$ cat src/rtl/trafficlight_ew.sv
// rtl/trafficlight_ew.sv - East-West traffic light with North-South interlock and emergency hold
//
// Purpose:
//   Runs the East-West half of the intersection cycle: RED_HOLD -> LEFT ->
//   GREEN -> YELLOW -> RED_HOLD. Leaving RED_HOLD waits for the North-South
//   light to show red. If North-South stops showing red while East-West is
//   showing a non-red aspect, East-West drops straight back to RED_HOLD.
//   An emergency parks the light in ALLSTOP. The interrupted state and its
//   counter are then resumed once the emergency clears.
//
// Ports:
//   clk        in   clock, all state changes on posedge
//   reset      in   synchronous active-high reset
//   emergency  in   emergency vehicle present (shared with North-South)
//   ns_red     in   1 = North-South currently shows red only
//   ped_req    in   pedestrian request pulse (TRAFFICLIGHT_EW_PED_WALK_EN only)
//   walk       out  walk lamp during served GREEN (TRAFFICLIGHT_EW_PED_WALK_EN only)
//   out[3:0]   out  [3] left turn, [2] green, [1] yellow, [0] red
//   conflict   out  one-cycle pulse on an interlock violation
//   wait_ns    out  RED_HOLD expired but exit blocked by ns_red=0
//
// Optional feature macro: TRAFFICLIGHT_EW_PED_WALK_EN

module trafficlight_ew #(
    parameter int RED_CYCLES    = 18,
    parameter int LEFT_CYCLES   = 5,
    parameter int GREEN_CYCLES  = 10,
    parameter int YELLOW_CYCLES = 3,
    parameter int CNT_W         = 5
) (
    input  logic       clk,
    input  logic       reset,
    input  logic       emergency,
    input  logic       ns_red,
`ifdef TRAFFICLIGHT_EW_PED_WALK_EN
    input  logic       ped_req,
    output logic       walk,
`endif
    output logic [3:0] out,
    output logic       conflict,
    output logic       wait_ns
);

    typedef enum logic [2:0] {
        RED_HOLD = 3'd0,
        LEFT     = 3'd1,
        GREEN    = 3'd2,
        YELLOW   = 3'd3,
        ALLSTOP  = 3'd4
    } state_t;

    state_t             state_q;
    state_t             saved_q;
    logic [CNT_W-1:0]   cnt_q;
    logic               conflict_q;
    logic               wait_ns_q;
    logic [CNT_W-1:0]   last_cnt;

    // Terminal count of the state currently being timed.
    always_comb begin
        last_cnt = CNT_W'(RED_CYCLES - 1);
        case (state_q)
            LEFT:    last_cnt = CNT_W'(LEFT_CYCLES - 1);
            GREEN:   last_cnt = CNT_W'(GREEN_CYCLES - 1);
            YELLOW:  last_cnt = CNT_W'(YELLOW_CYCLES - 1);
            default: last_cnt = CNT_W'(RED_CYCLES - 1);
        endcase
    end

    always_ff @(posedge clk) begin
        if (reset) begin
            state_q    <= RED_HOLD;
            saved_q    <= RED_HOLD;
            cnt_q      <= '0;
            conflict_q <= 1'b0;
            wait_ns_q  <= 1'b0;
        end else begin
            conflict_q <= 1'b0;
            wait_ns_q  <= 1'b0;
            if (emergency && state_q != ALLSTOP) begin
                // Counter is left untouched so the interrupted state resumes
                // exactly where it stopped, including a saturated RED_HOLD wait.
                state_q <= ALLSTOP;
                saved_q <= state_q;
            end else begin
                case (state_q)
                    ALLSTOP: begin
                        if (!emergency) begin
                            state_q <= saved_q;
                        end
                    end
                    RED_HOLD: begin
                        if (cnt_q == last_cnt) begin
                            if (ns_red) begin
                                state_q <= LEFT;
                                cnt_q   <= '0;
                            end else begin
                                wait_ns_q <= 1'b1;
                            end
                        end else begin
                            cnt_q <= cnt_q + CNT_W'(1);
                        end
                    end
                    LEFT, GREEN, YELLOW: begin
                        if (!ns_red) begin
                            state_q    <= RED_HOLD;
                            cnt_q      <= '0;
                            conflict_q <= 1'b1;
                        end else if (cnt_q == last_cnt) begin
                            cnt_q <= '0;
                            case (state_q)
                                LEFT:    state_q <= GREEN;
                                GREEN:   state_q <= YELLOW;
                                default: state_q <= RED_HOLD;
                            endcase
                        end else begin
                            cnt_q <= cnt_q + CNT_W'(1);
                        end
                    end
                    default: begin
                        state_q <= RED_HOLD;
                        cnt_q   <= '0;
                    end
                endcase
            end
        end
    end

    always_comb begin
        out = 4'b0001;
        case (state_q)
            LEFT:    out = 4'b1001;
            GREEN:   out = 4'b0100;
            YELLOW:  out = 4'b0010;
            default: out = 4'b0001;
        endcase
    end

    assign conflict = conflict_q;
    assign wait_ns  = wait_ns_q;

`ifdef TRAFFICLIGHT_EW_PED_WALK_EN
    logic ped_pending_q;
    logic walk_q;
    logic green_entry;

    // Same condition under which the FSM moves LEFT -> GREEN this edge.
    assign green_entry = (state_q == LEFT) && !emergency && ns_red && (cnt_q == last_cnt);

    always_ff @(posedge clk) begin
        if (reset) begin
            ped_pending_q <= 1'b0;
            walk_q        <= 1'b0;
        end else if (green_entry) begin
            walk_q        <= ped_pending_q;
            // A request on the entry edge itself is kept for the next period.
            ped_pending_q <= ped_req;
        end else begin
            ped_pending_q <= ped_pending_q | ped_req;
            // Hold walk across an emergency so it resumes with GREEN.
            if (state_q != GREEN && state_q != ALLSTOP) begin
                walk_q <= 1'b0;
            end
        end
    end

    assign walk = walk_q && (state_q == GREEN);
`endif

endmodule

$ cat config.mk
export PLATFORM = sky130hd
export DESIGN_NAME = trafficlight_ew
export DESIGN_NICKNAME = d
export VERILOG_FILES = /design/src/rtl/trafficlight_ew.sv
export SDC_FILE = /design/constraint.sdc
export NUM_CORES = 1
export LEC_CHECK = 0
export BUFFER_PORTS_ARGS = -buffer_cell sky130_fd_sc_hd__buf_2
export CAP_MARGIN = 20
export CORE_UTILIZATION = 45
export CTS_CLUSTER_SIZE = 16
export DETAILED_ROUTE_END_ITERATION = 12
export HOLD_SLACK_MARGIN = 0.12
export MAX_ROUTING_LAYER = met4
export PLACE_DENSITY_LB_ADDON = 0.12
export SLEW_MARGIN = 0
export SYNTH_ARGS = -nofsm -noshare
export SYNTH_HDL_FRONTEND = slang
export SYNTH_SLANG_ARGS = --single-unit
export TNS_END_PERCENT = 30
$ cat constraint.sdc
create_clock -name clk -period 2.1 [get_ports clk]
set_input_delay 0.105 -clock clk [delete_from_list [all_inputs] [get_ports clk]]
set_output_delay 0.105 -clock clk [all_outputs]
set_load 0.02 [all_outputs]
# --- After elaboration in Yosys (flattened, before gate mapping) ---
# Index checks and enable logic that the tools add are counted.
classes:
  n_bitwise: 5
  n_mux: 16
  n_eq_ne: 15
  n_reduce_logical: 9
  n_addsub: 1
ops:
  columns: ["operator", "count"]
  rows:
  - ["$pmux W5 S3", 2]
  - ["$mux W5", 4]
  - ["$mux W3", 6]
  - ["$ne A3 B3 Y1 const B", 6]
  - ["$pmux W4 S3", 1]
  - ["$pmux W3 S3", 1]
  - ["$reduce_and A4 Y1", 2]
  - ["$eq A3 B2 Y1 const B", 2]
  - ["$ne A2 B2 Y1 const B", 3]
  - ["$reduce_or A3 Y1", 2]
  - ["$add A5 B1 Y5 const B", 1]
  - ["$eq A5 B5 Y1", 1]
  - ["$not A1 Y1", 5]
  - ["$ne A4 B4 Y1 const B", 1]
  - ["$pmux W2 S2", 1]
  - ["$reduce_or A4 Y1", 1]
  - ["$eq A3 B1 Y1 const B", 1]
  - ["$eq A3 B3 Y1 const B", 1]
  - ["$logic_not A3 Y1", 1]
  - ["$reduce_and A3 Y1", 1]
  - ["$reduce_or A2 Y1", 1]
  - ["$logic_and A1 B1 Y1", 1]
  - ["$mux W1", 1]
word_totals:
  ff_bits: 13
  wordCells: 52
  output_inout_bits: 6

# --- Depth between registers and ports, before layout ---
# Gate-level depths: netlist of the first run.
logic_depth:
  word_depth: 7
  mapped_depth: 7
  ltp_nobuf: 6

# --- Worst setup path after synthesis of the first run ---
# Ideal clock, no wire load.
synth_timing:
  path_type: "register to register"
  startpoint: "register state_q[2]"
  endpoint: "register cnt_q[2]"
  path_stages_with_launch: 8
  arrival_time_ns: 1.788
  path_slack_ns: 0.238
  period_less_slack_ns: 1.862
  cell_sequence: "dfxtp_1 buf_6 nand2b_1 nor4_1 or3_4 a311oi_4 nand4b_1 a31oi_1"
synth_between:
  elab_chain_len: 6
  elab_cells_between_ends: 18
  cone_classes: "eq/ne: 7; mux: 5; bitwise: 2; reduce/logical: 4"
synth_rtl:
  columns: ["item", "line", "source"]
  rows:
  - ["start, declared", "52", "state_t state_q;"]
  - ["start signal, assigned", "89", "state_q <= saved_q;"]
  - ["$eq A3 B2 Y1 / $eq A3 B1 Y1 (equally long branches)", "62, 86", null]
  - ["$pmux W5 S3", "62", "case (state_q)"]
  - ["$eq A5 B5 Y1", "93, 109", null]
  - ["$mux W5", "109", "end else if (cnt_q == last_cnt) begin"]
  - ["$mux W5", "105", "if (!ns_red) begin"]
  - ["$pmux W5 S3", "86", "case (state_q)"]
  - ["end signal, assigned", "101", "cnt_q <= cnt_q + CNT_W'(1);"]
  - ["end signal, assigned", "117", "cnt_q <= cnt_q + CNT_W'(1);"]
  - ["end, declared", "54", "logic [CNT_W-1:0] cnt_q;"]
# Parallel ways exist; a longest one is shown, timed or not.
# A chain may end at the register's enable or synchronous reset.

# --- Worst setup path in the final report of the first run ---
layout_timing:
  startpoint: "register state_q[0]"
  endpoint: "register cnt_q[2]"
# Same word-level chain as after synthesis.

==> reports/summary.txt, run 1 <==
count of nets left with antenna violations after detail routing: 0
# setup viols final: 0
gpl congestion: 0.7874
clock edge transition at the registers on the reported setup and hold paths: 0.08 ns
class of the worst hold path: in -> reg
Wirelength per Cell: 12.37 um
clk buf depth: 2
data required time at the worst endpoint: 2.31 ns
overall die height: 44.74 um
CTS tree: yes
vias after detailed routing: 764
sort of element at the end of the critical path: flip-flop
final wirelength: 1757 um
Switching Fraction: 0.2770
internal power: 0.3597 mW
setup TNS: 0 ns
via-per-instance ratio: 5.380
total power density per cell area: 524.6 nW/um^2
Setup CP Type: reg -> reg
layout cells sized above 1: 0.2308
first-pass GRT wire length: 2953 um
slew of the pin with the lowest slew margin: 0.4346 ns
result of the run: finished, final reports clean
antenna fix cells: 0
synthesized area divided by synthesized cell count: 7.904 um^2
top cells by area in the synthesized netlist: sky130_fd_sc_hd__dfxtp_1 32%, sky130_fd_sc_hd__nor2_1 6.8%, sky130_fd_sc_hd__nand3_1 5.5%
io pins: 10
effective utilization at floorplan: 0.4761
maximum clock frequency: 528.1 MHz
portion of total power attributed to sequential cells: 0.521
clock share of power: 0.313
Leakage: 0.3747 nW
warning count from the yosys run: 0
largest net degree at the start of global routing: 11
total of buffers placed on input and output ports: 9
residual DRC count: 0
power share of the combinational group: 0.167
cell type with the highest aggregate area in the netlist: sky130_fd_sc_hd__dfxtp_1
CORE AREA: 1727 um^2
number of synthesized register bits: 13
unrepaired setup endpoints after global routing: no
synthesized net count: 109
maximum net fanout on the critical path: 8
total half-perimeter wirelength after legalization and detailed placement: 1309 um
deepest level of the CTS H-tree: 1
die span in x: 44.74 um
Overflow after GRT: 0
Peak VDD IR: 0.4337 mV
Post-CTS Setup Bufs: 0
post-synthesis instance total: 104
data arrival time at the worst-slack endpoint: 2.10 ns
number of buffers added by the clock tree synthesis step: 3
Pre-Repair DR Iteration Count: 4
global-route total usage across every layer: 0.2079
later-pin clock latency in the skew report: 0.27 ns
overall die area: 2002 um^2
TritonCTS Sinks: 13
Final Net Count: 123
net switching power of the design: 0.1378 mW
antenna violations before repair: 0
top cell type's share of synthesized area: 0.3166
vias in the first global route: 670
cell depth of the worst min-delay path: 2
Core Rows: 15
final critical delay including setup and external delays: 1.894 ns
final count of pins violating max slew: 0
worst slew margin relative to its limit: 0.7097
period utilization: 0.9017
nature of the critical path startpoint: flip-flop
number of DRC violations after detailed-routing iteration 0: 31
proportion of synthesized chip area in sequential cells: 0.3166
post-layout power: 0.4975 mW
synthesis-to-layout area growth: 15.37%
FF-to-FF path depth: 6
endpoints failing hold: 0
Yosys cell types: 36
setup skew after layout: 0.004738 ns
max-cap violations: 0
clock tree root buffer cell: sky130_fd_sc_hd__clkbuf_4
Post-Synthesis Cell Area: 822.0 um^2
## stage by stage
stage | cells | utilization | instance area [um^2] | hold slack, ns | worst slack (ns)
after floorplan | 104 | - | 822.0 | 0.1837 | 0.2381
after global routing | 142 | 0.5493 | 948.4 | 0.1357 | 0.03460
final | 142 | 0.5493 | 948.4 | 0.1349 | 0.2064
after CTS | 142 | 0.5478 | 945.9 | 0.1362 | 0.1878
after detailed placement | 136 | 0.5210 | 899.6 | 0.3697 | 0.1875
after global placement | 136 | 0.5210 | 899.6 | 0.3700 | 0.2430
## cells in the mapped netlist
library cell                 n
sky130_fd_sc_hd__nor2_1     15
sky130_fd_sc_hd__dfxtp_1    13
sky130_fd_sc_hd__nand3_1     9
sky130_fd_sc_hd__nand2b_1    7
sky130_fd_sc_hd__inv_1       5
sky130_fd_sc_hd__nand2_1     5
sky130_fd_sc_hd__a21oi_1     4
sky130_fd_sc_hd__a31oi_1     3
sky130_fd_sc_hd__clkbuf_1    3
sky130_fd_sc_hd__nand3b_1    3
sky130_fd_sc_hd__nor4_1      3
sky130_fd_sc_hd__o21ai_0     3
sky130_fd_sc_hd__a211oi_1    2
sky130_fd_sc_hd__a22oi_1     2
sky130_fd_sc_hd__buf_2       2
sky130_fd_sc_hd__mux2_2      2
sky130_fd_sc_hd__nor3_1      2
sky130_fd_sc_hd__o21bai_1    2
sky130_fd_sc_hd__o22ai_1     2
sky130_fd_sc_hd__a21oi_2     1
sky130_fd_sc_hd__a311oi_4    1
sky130_fd_sc_hd__a31oi_2     1
sky130_fd_sc_hd__a32oi_1     1
sky130_fd_sc_hd__and2b_1     1
sky130_fd_sc_hd__buf_1       1
sky130_fd_sc_hd__buf_6       1
sky130_fd_sc_hd__ha_1        1
sky130_fd_sc_hd__nand4b_1    1
sky130_fd_sc_hd__nor2b_1     1
sky130_fd_sc_hd__o2111ai_1   1
sky130_fd_sc_hd__o21ai_2     1
sky130_fd_sc_hd__or2_2       1
sky130_fd_sc_hd__or3_4       1
sky130_fd_sc_hd__or4b_4      1
sky130_fd_sc_hd__xnor2_1     1
sky130_fd_sc_hd__xor2_1      1
## power groups by stage
stage / Clock [mW] / Combinational (mW) / Sequential [mW]
after global routing: 0.174 / 0.0913 / 0.260
after floorplan: 0 / 0.0648 / 0.262
after global placement: 0 / 0.0785 / 0.265
after CTS: 0.162 / 0.0826 / 0.259
after detailed placement: 0 / 0.0799 / 0.265
final: 0.156 / 0.0830 / 0.259
## cell usage in the layout, fill, tap and decap left out, drive strengths merged, types with 2 or more instances in the layout
| master | count |
|---|---|
| o22ai | 2 |
| o21bai | 2 |
| inv | 5 |
| o21ai | 4 |
| a31oi | 4 |
| nand2 | 5 |
| nand2b | 7 |
| nor3 | 2 |
| dfxtp | 13 |
| mux2 | 2 |
| nand3b | 3 |
| a21oi | 5 |
| nor4 | 3 |
| nand3 | 9 |
| a211oi | 2 |
| dlygate4sd3 | 2 |
| buf | 14 |
| a22oi | 2 |
| clkbuf | 4 |
| nor2 | 15 |
## cells by family after synthesis
| family | count (synthesis) | share of synthesized area |
|---|---|---|
| simple gates | 50 | 0.3272 |
| buf+inv | 12 | 0.06697 |
| compound gates | 24 | 0.2253 |
| mux | 2 | 0.02740 |
| fa+ha+maj | 1 | 0.01522 |
| flops | 13 | 0.3166 |
| xor+xnor | 2 | 0.02131 |
## final timing paths
check,slack (ns),start,to
min reg2reg,0.50,saved_q[0]$_SDFFE_PP0P_,saved_q[0]$_SDFFE_PP0P_
min,0.13,reset,cnt_q[4]$_SDFFE_PP0P_
max reg2reg,0.21,state_q[0]$_SDFFE_PP0P_,cnt_q[2]$_SDFFE_PP0P_
max,0.21,state_q[0]$_SDFFE_PP0P_,cnt_q[2]$_SDFFE_PP0P_
## per-layer routing
| metal | vias to the layer above | global-route usage | routed length, um |
|---|---|---|---|
| li1 | 401 | - | - |
| met3 | 2 | 0.06000 | 57 |
| met4 | 0 | 0.05455 | 14 |
| met5 | - | - | 0 |
| met2 | 15 | 0.3059 | 751 |
| met1 | 346 | 0.2797 | 933 |
## sequential cells by signal (all words and copies together), names as in the netlist
signal / flops
state_q: 3
cnt_q: 5
saved_q: 3
wait_ns: 1
conflict: 1
## repair_timing
action / in CTS / in global routing
endpoints found under the hold margin: 2 / 0
hold buffers: 2 / 0
setup endpoints to repair: 0 / 3
gates resized for setup: 0 / 1
## critical path, stage by stage (launching register included)
cell,delay (ns)
sky130_fd_sc_hd__dfxtp_1,0.43
sky130_fd_sc_hd__and2b_1,0.23
sky130_fd_sc_hd__nor4_1,0.06
sky130_fd_sc_hd__or3_4,0.41
sky130_fd_sc_hd__a311oi_4,0.40
sky130_fd_sc_hd__nand4b_1,0.14
sky130_fd_sc_hd__a31oi_1,0.17
## area by class of cell
| class | count | area [um^2] |
|---|---|---|
| flip-flops and latches | 13 | 260.3 |
| clock buffers | 4 | 26.28 |
| multi-input cells | 79 | 509.2 |
| inverters | 5 | 18.77 |
| fillers | 180 | 778.2 |
| well taps | 25 | 31.28 |
| repair buffers | 16 | 102.6 |
(Power assumes the default switching activity.)
==> inputs of run 2 (changes only) <==
--- a/config.mk
+++ b/config.mk
@@ -5,9 +5,11 @@
 export SDC_FILE = /design/constraint.sdc
 export NUM_CORES = 1
 export LEC_CHECK = 0
-export BUFFER_PORTS_ARGS = -buffer_cell sky130_fd_sc_hd__buf_2
+export BUFFER_PORTS_ARGS = -buffer_cell sky130_fd_sc_hd__buf_4
 export CAP_MARGIN = 20
+export CORE_ASPECT_RATIO = 0.8
 export CORE_UTILIZATION = 45
+export CTS_BUF_LIST = sky130_fd_sc_hd__clkbuf_16
 export CTS_CLUSTER_SIZE = 16
 export DETAILED_ROUTE_END_ITERATION = 12
 export HOLD_SLACK_MARGIN = 0.12
==> reports/summary.txt, run 2 (synthesis results as in run 1) <==
result of the run: finished, final reports clean
worst slew margin relative to its limit: 0.6994
clock share of power: 0.506
effective utilization at floorplan: 0.4907
total half-perimeter wirelength after legalization and detailed placement: 1262 um
class of the worst hold path: reg -> reg
portion of total power attributed to sequential cells: 0.371
number of DRC violations after detailed-routing iteration 0: 9
final wirelength: 1789 um
max-cap violations: 0
vias after detailed routing: 772
maximum net fanout on the critical path: 8
fillcell total: 149
maximum cell stage delay along the critical path: 0.49 ns
number of flip-flops in the largest register: 5
Core Rows: 13
power share of the combinational group: 0.123
layout cells sized above 1: 0.2137
Overflow after GRT: 0
total of buffers placed on input and output ports: 9
clk buf depth: 2
slew of the pin with the lowest slew margin: 0.4499 ns
CP Cell Sequence: or4b_4, o21ai_2, a21oi_2, a311oi_4, nand4b_1, a31oi_1
unrepaired setup endpoints after global routing: no
net switching power of the design: 0.1600 mW
cell at the slowest stage of the critical path: sky130_fd_sc_hd__or4b_4
Peak VDD IR: 0.5932 mV
PostCTS Resize Cnt: 0
Setup CP Type: reg -> reg
final design utilization: 0.6087
gpl congestion: 0.8779
clock edge transition at the registers on the reported setup and hold paths: 0.04 ns
family with the most delay on the worst path: compound AO/OA/AOI/OAI gates
clock tree root buffer cell: sky130_fd_sc_hd__clkbuf_16
vias in the first global route: 608
# setup viols final: 0
die span in x: 49.79 um
io pins: 10
data required time at the worst endpoint: 2.27 ns
TritonCTS Sinks: 13
later-pin clock latency in the skew report: 0.24 ns
synthesis-to-layout area growth: 24.05%
deepest level of the CTS H-tree: 1
CTS tree: yes
Switching Fraction: 0.2281
final count of pins violating max slew: 0
maximum clock frequency: 531.4 MHz
worst-case register-to-register setup slack: 0.22 ns
endpoints failing hold: 0
period utilization: 0.8961
setup skew after layout: 0.0009161 ns
largest registers: cnt_q (5), saved_q (3), state_q (3)
count of nets left with antenna violations after detail routing: 0
overall die height: 40.23 um
internal power: 0.5416 mW
most common cell after layout, fill and taps aside: sky130_fd_sc_hd__nor2_1
buffers plus inverters on the worst setup path: 0
number of buffers added by the clock tree synthesis step: 3
setup TNS: 0 ns
antenna fix cells: 0
Pre-Repair DR Iteration Count: 4
Largest Register: cnt_q
residual DRC count: 0
Hold Slack: 0.4981 ns
via-per-instance ratio: 5.554
CORE AREA: 1675 um^2
sort of element at the end of the critical path: flip-flop
total power density per cell area: 688.1 nW/um^2
final critical delay including setup and external delays: 1.882 ns
global-route total usage across every layer: 0.2047
antenna violations before repair: 0
commonest non-fill, non-tap cells in the layout: 15 x sky130_fd_sc_hd__nor2_1, 13 x sky130_fd_sc_hd__dfxtp_1, 13 x sky130_fd_sc_hd__buf_4
Final Net Count: 123
Leakage: 0.4037 nW
nature of the critical path startpoint: flip-flop
Wirelength per Cell: 12.87 um
largest net degree at the start of global routing: 11
first-pass GRT wire length: 2773 um
overall die area: 2003 um^2
data arrival time at the worst-slack endpoint: 2.05 ns
==> run 2: cell count changes in the layout (fill, tap and decap cells not counted) <==
cell / previous run / this run
sky130_fd_sc_hd__buf_2: 9 / 0
sky130_fd_sc_hd__nor2_2: 1 / 0
sky130_fd_sc_hd__buf_4: 5 / 13
sky130_fd_sc_hd__clkbuf_4: 3 / 0
sky130_fd_sc_hd__clkbuf_16: 0 / 3
sky130_fd_sc_hd__nor2_1: 14 / 15
sky130_fd_sc_hd__inv_1: 5 / 6
sky130_fd_sc_hd__clkbuf_1: 1 / 0
sky130_fd_sc_hd__dlygate4sd3_1: 2 / 3
==> run 2: stage by stage <==
| step | std cells | setup WS, ns | area, um^2 | power [mW] |
|---|---|---|---|---|
| after floorplan | 104 | 0.2381 | 822.0 | 0.3265 |
| after global placement | 132 | 0.2818 | 910.9 | 0.3452 |
| after detailed placement | 132 | 0.2272 | 910.9 | 0.3457 |
| after CTS | 139 | 0.2063 | 1020 | 0.7072 |
| after global routing | 139 | 0.09988 | 1020 | 0.7288 |
| final | 139 | 0.2183 | 1020 | 0.7017 |
==> run 2: power by group through the flow <==
stage | combinational (mW) | clock (mW) | sequential [mW]
4_1_cts | 0.0858 | 0.361 | 0.260
6_report | 0.0862 | 0.355 | 0.260
3_5_place_dp | 0.0810 | 0 | 0.265
3_3_place_gp | 0.0805 | 0 | 0.265
5_1_grt | 0.0941 | 0.374 | 0.261
2_1_floorplan | 0.0648 | 0 | 0.262
==> run 2: worst min-delay path: stages (launching register included) <==
cell                      delay (ns)
sky130_fd_sc_hd__dfxtp_1        0.32
sky130_fd_sc_hd__a22oi_1        0.06
sky130_fd_sc_hd__nor2_1         0.08
==> run 2: path summary, 6_finish.rpt <==
kind,startpoint,endpoint,depth (start not counted)
worst max-delay path,state_q[1]$_SDFFE_PP0P_,cnt_q[2]$_SDFFE_PP0P_,6
worst min-delay path,saved_q[0]$_SDFFE_PP0P_,saved_q[0]$_SDFFE_PP0P_,2
worst max register to register,state_q[1]$_SDFFE_PP0P_,cnt_q[2]$_SDFFE_PP0P_,6
worst min register to register,saved_q[0]$_SDFFE_PP0P_,saved_q[0]$_SDFFE_PP0P_,2
==> run 2: final cells by class <==
| cell class | instances | area, um^2 | share of cell area |
|---|---|---|---|
| tap | 22 | 27.53 | 0.02699 |
| clock buffer | 3 | 75.07 | 0.07362 |
| multi-input combinational | 79 | 506.7 | 0.4969 |
| clock inverter | 1 | 3.754 | 0.003681 |
| inverter | 5 | 18.77 | 0.01840 |
| sequential | 13 | 260.3 | 0.2552 |
| timing repair buffer | 16 | 127.6 | 0.1252 |
==> run 2: per-layer routing <==
metal | GRT usage | vias to the layer above | part of all wire
li1 | - | 401 | -
met1 | 0.2528 | 343 | 0.51
met2 | 0.2905 | 22 | 0.40
met3 | 0.07197 | 6 | 0.072
met4 | 0.1214 | 0 | 0.021
met5 | - | - | 0
==> run 2: repair_timing <==
action                                 CTS  global route
hold buffers                             3             0
endpoints found under the hold margin    8             0
buffers inserted                         0             0
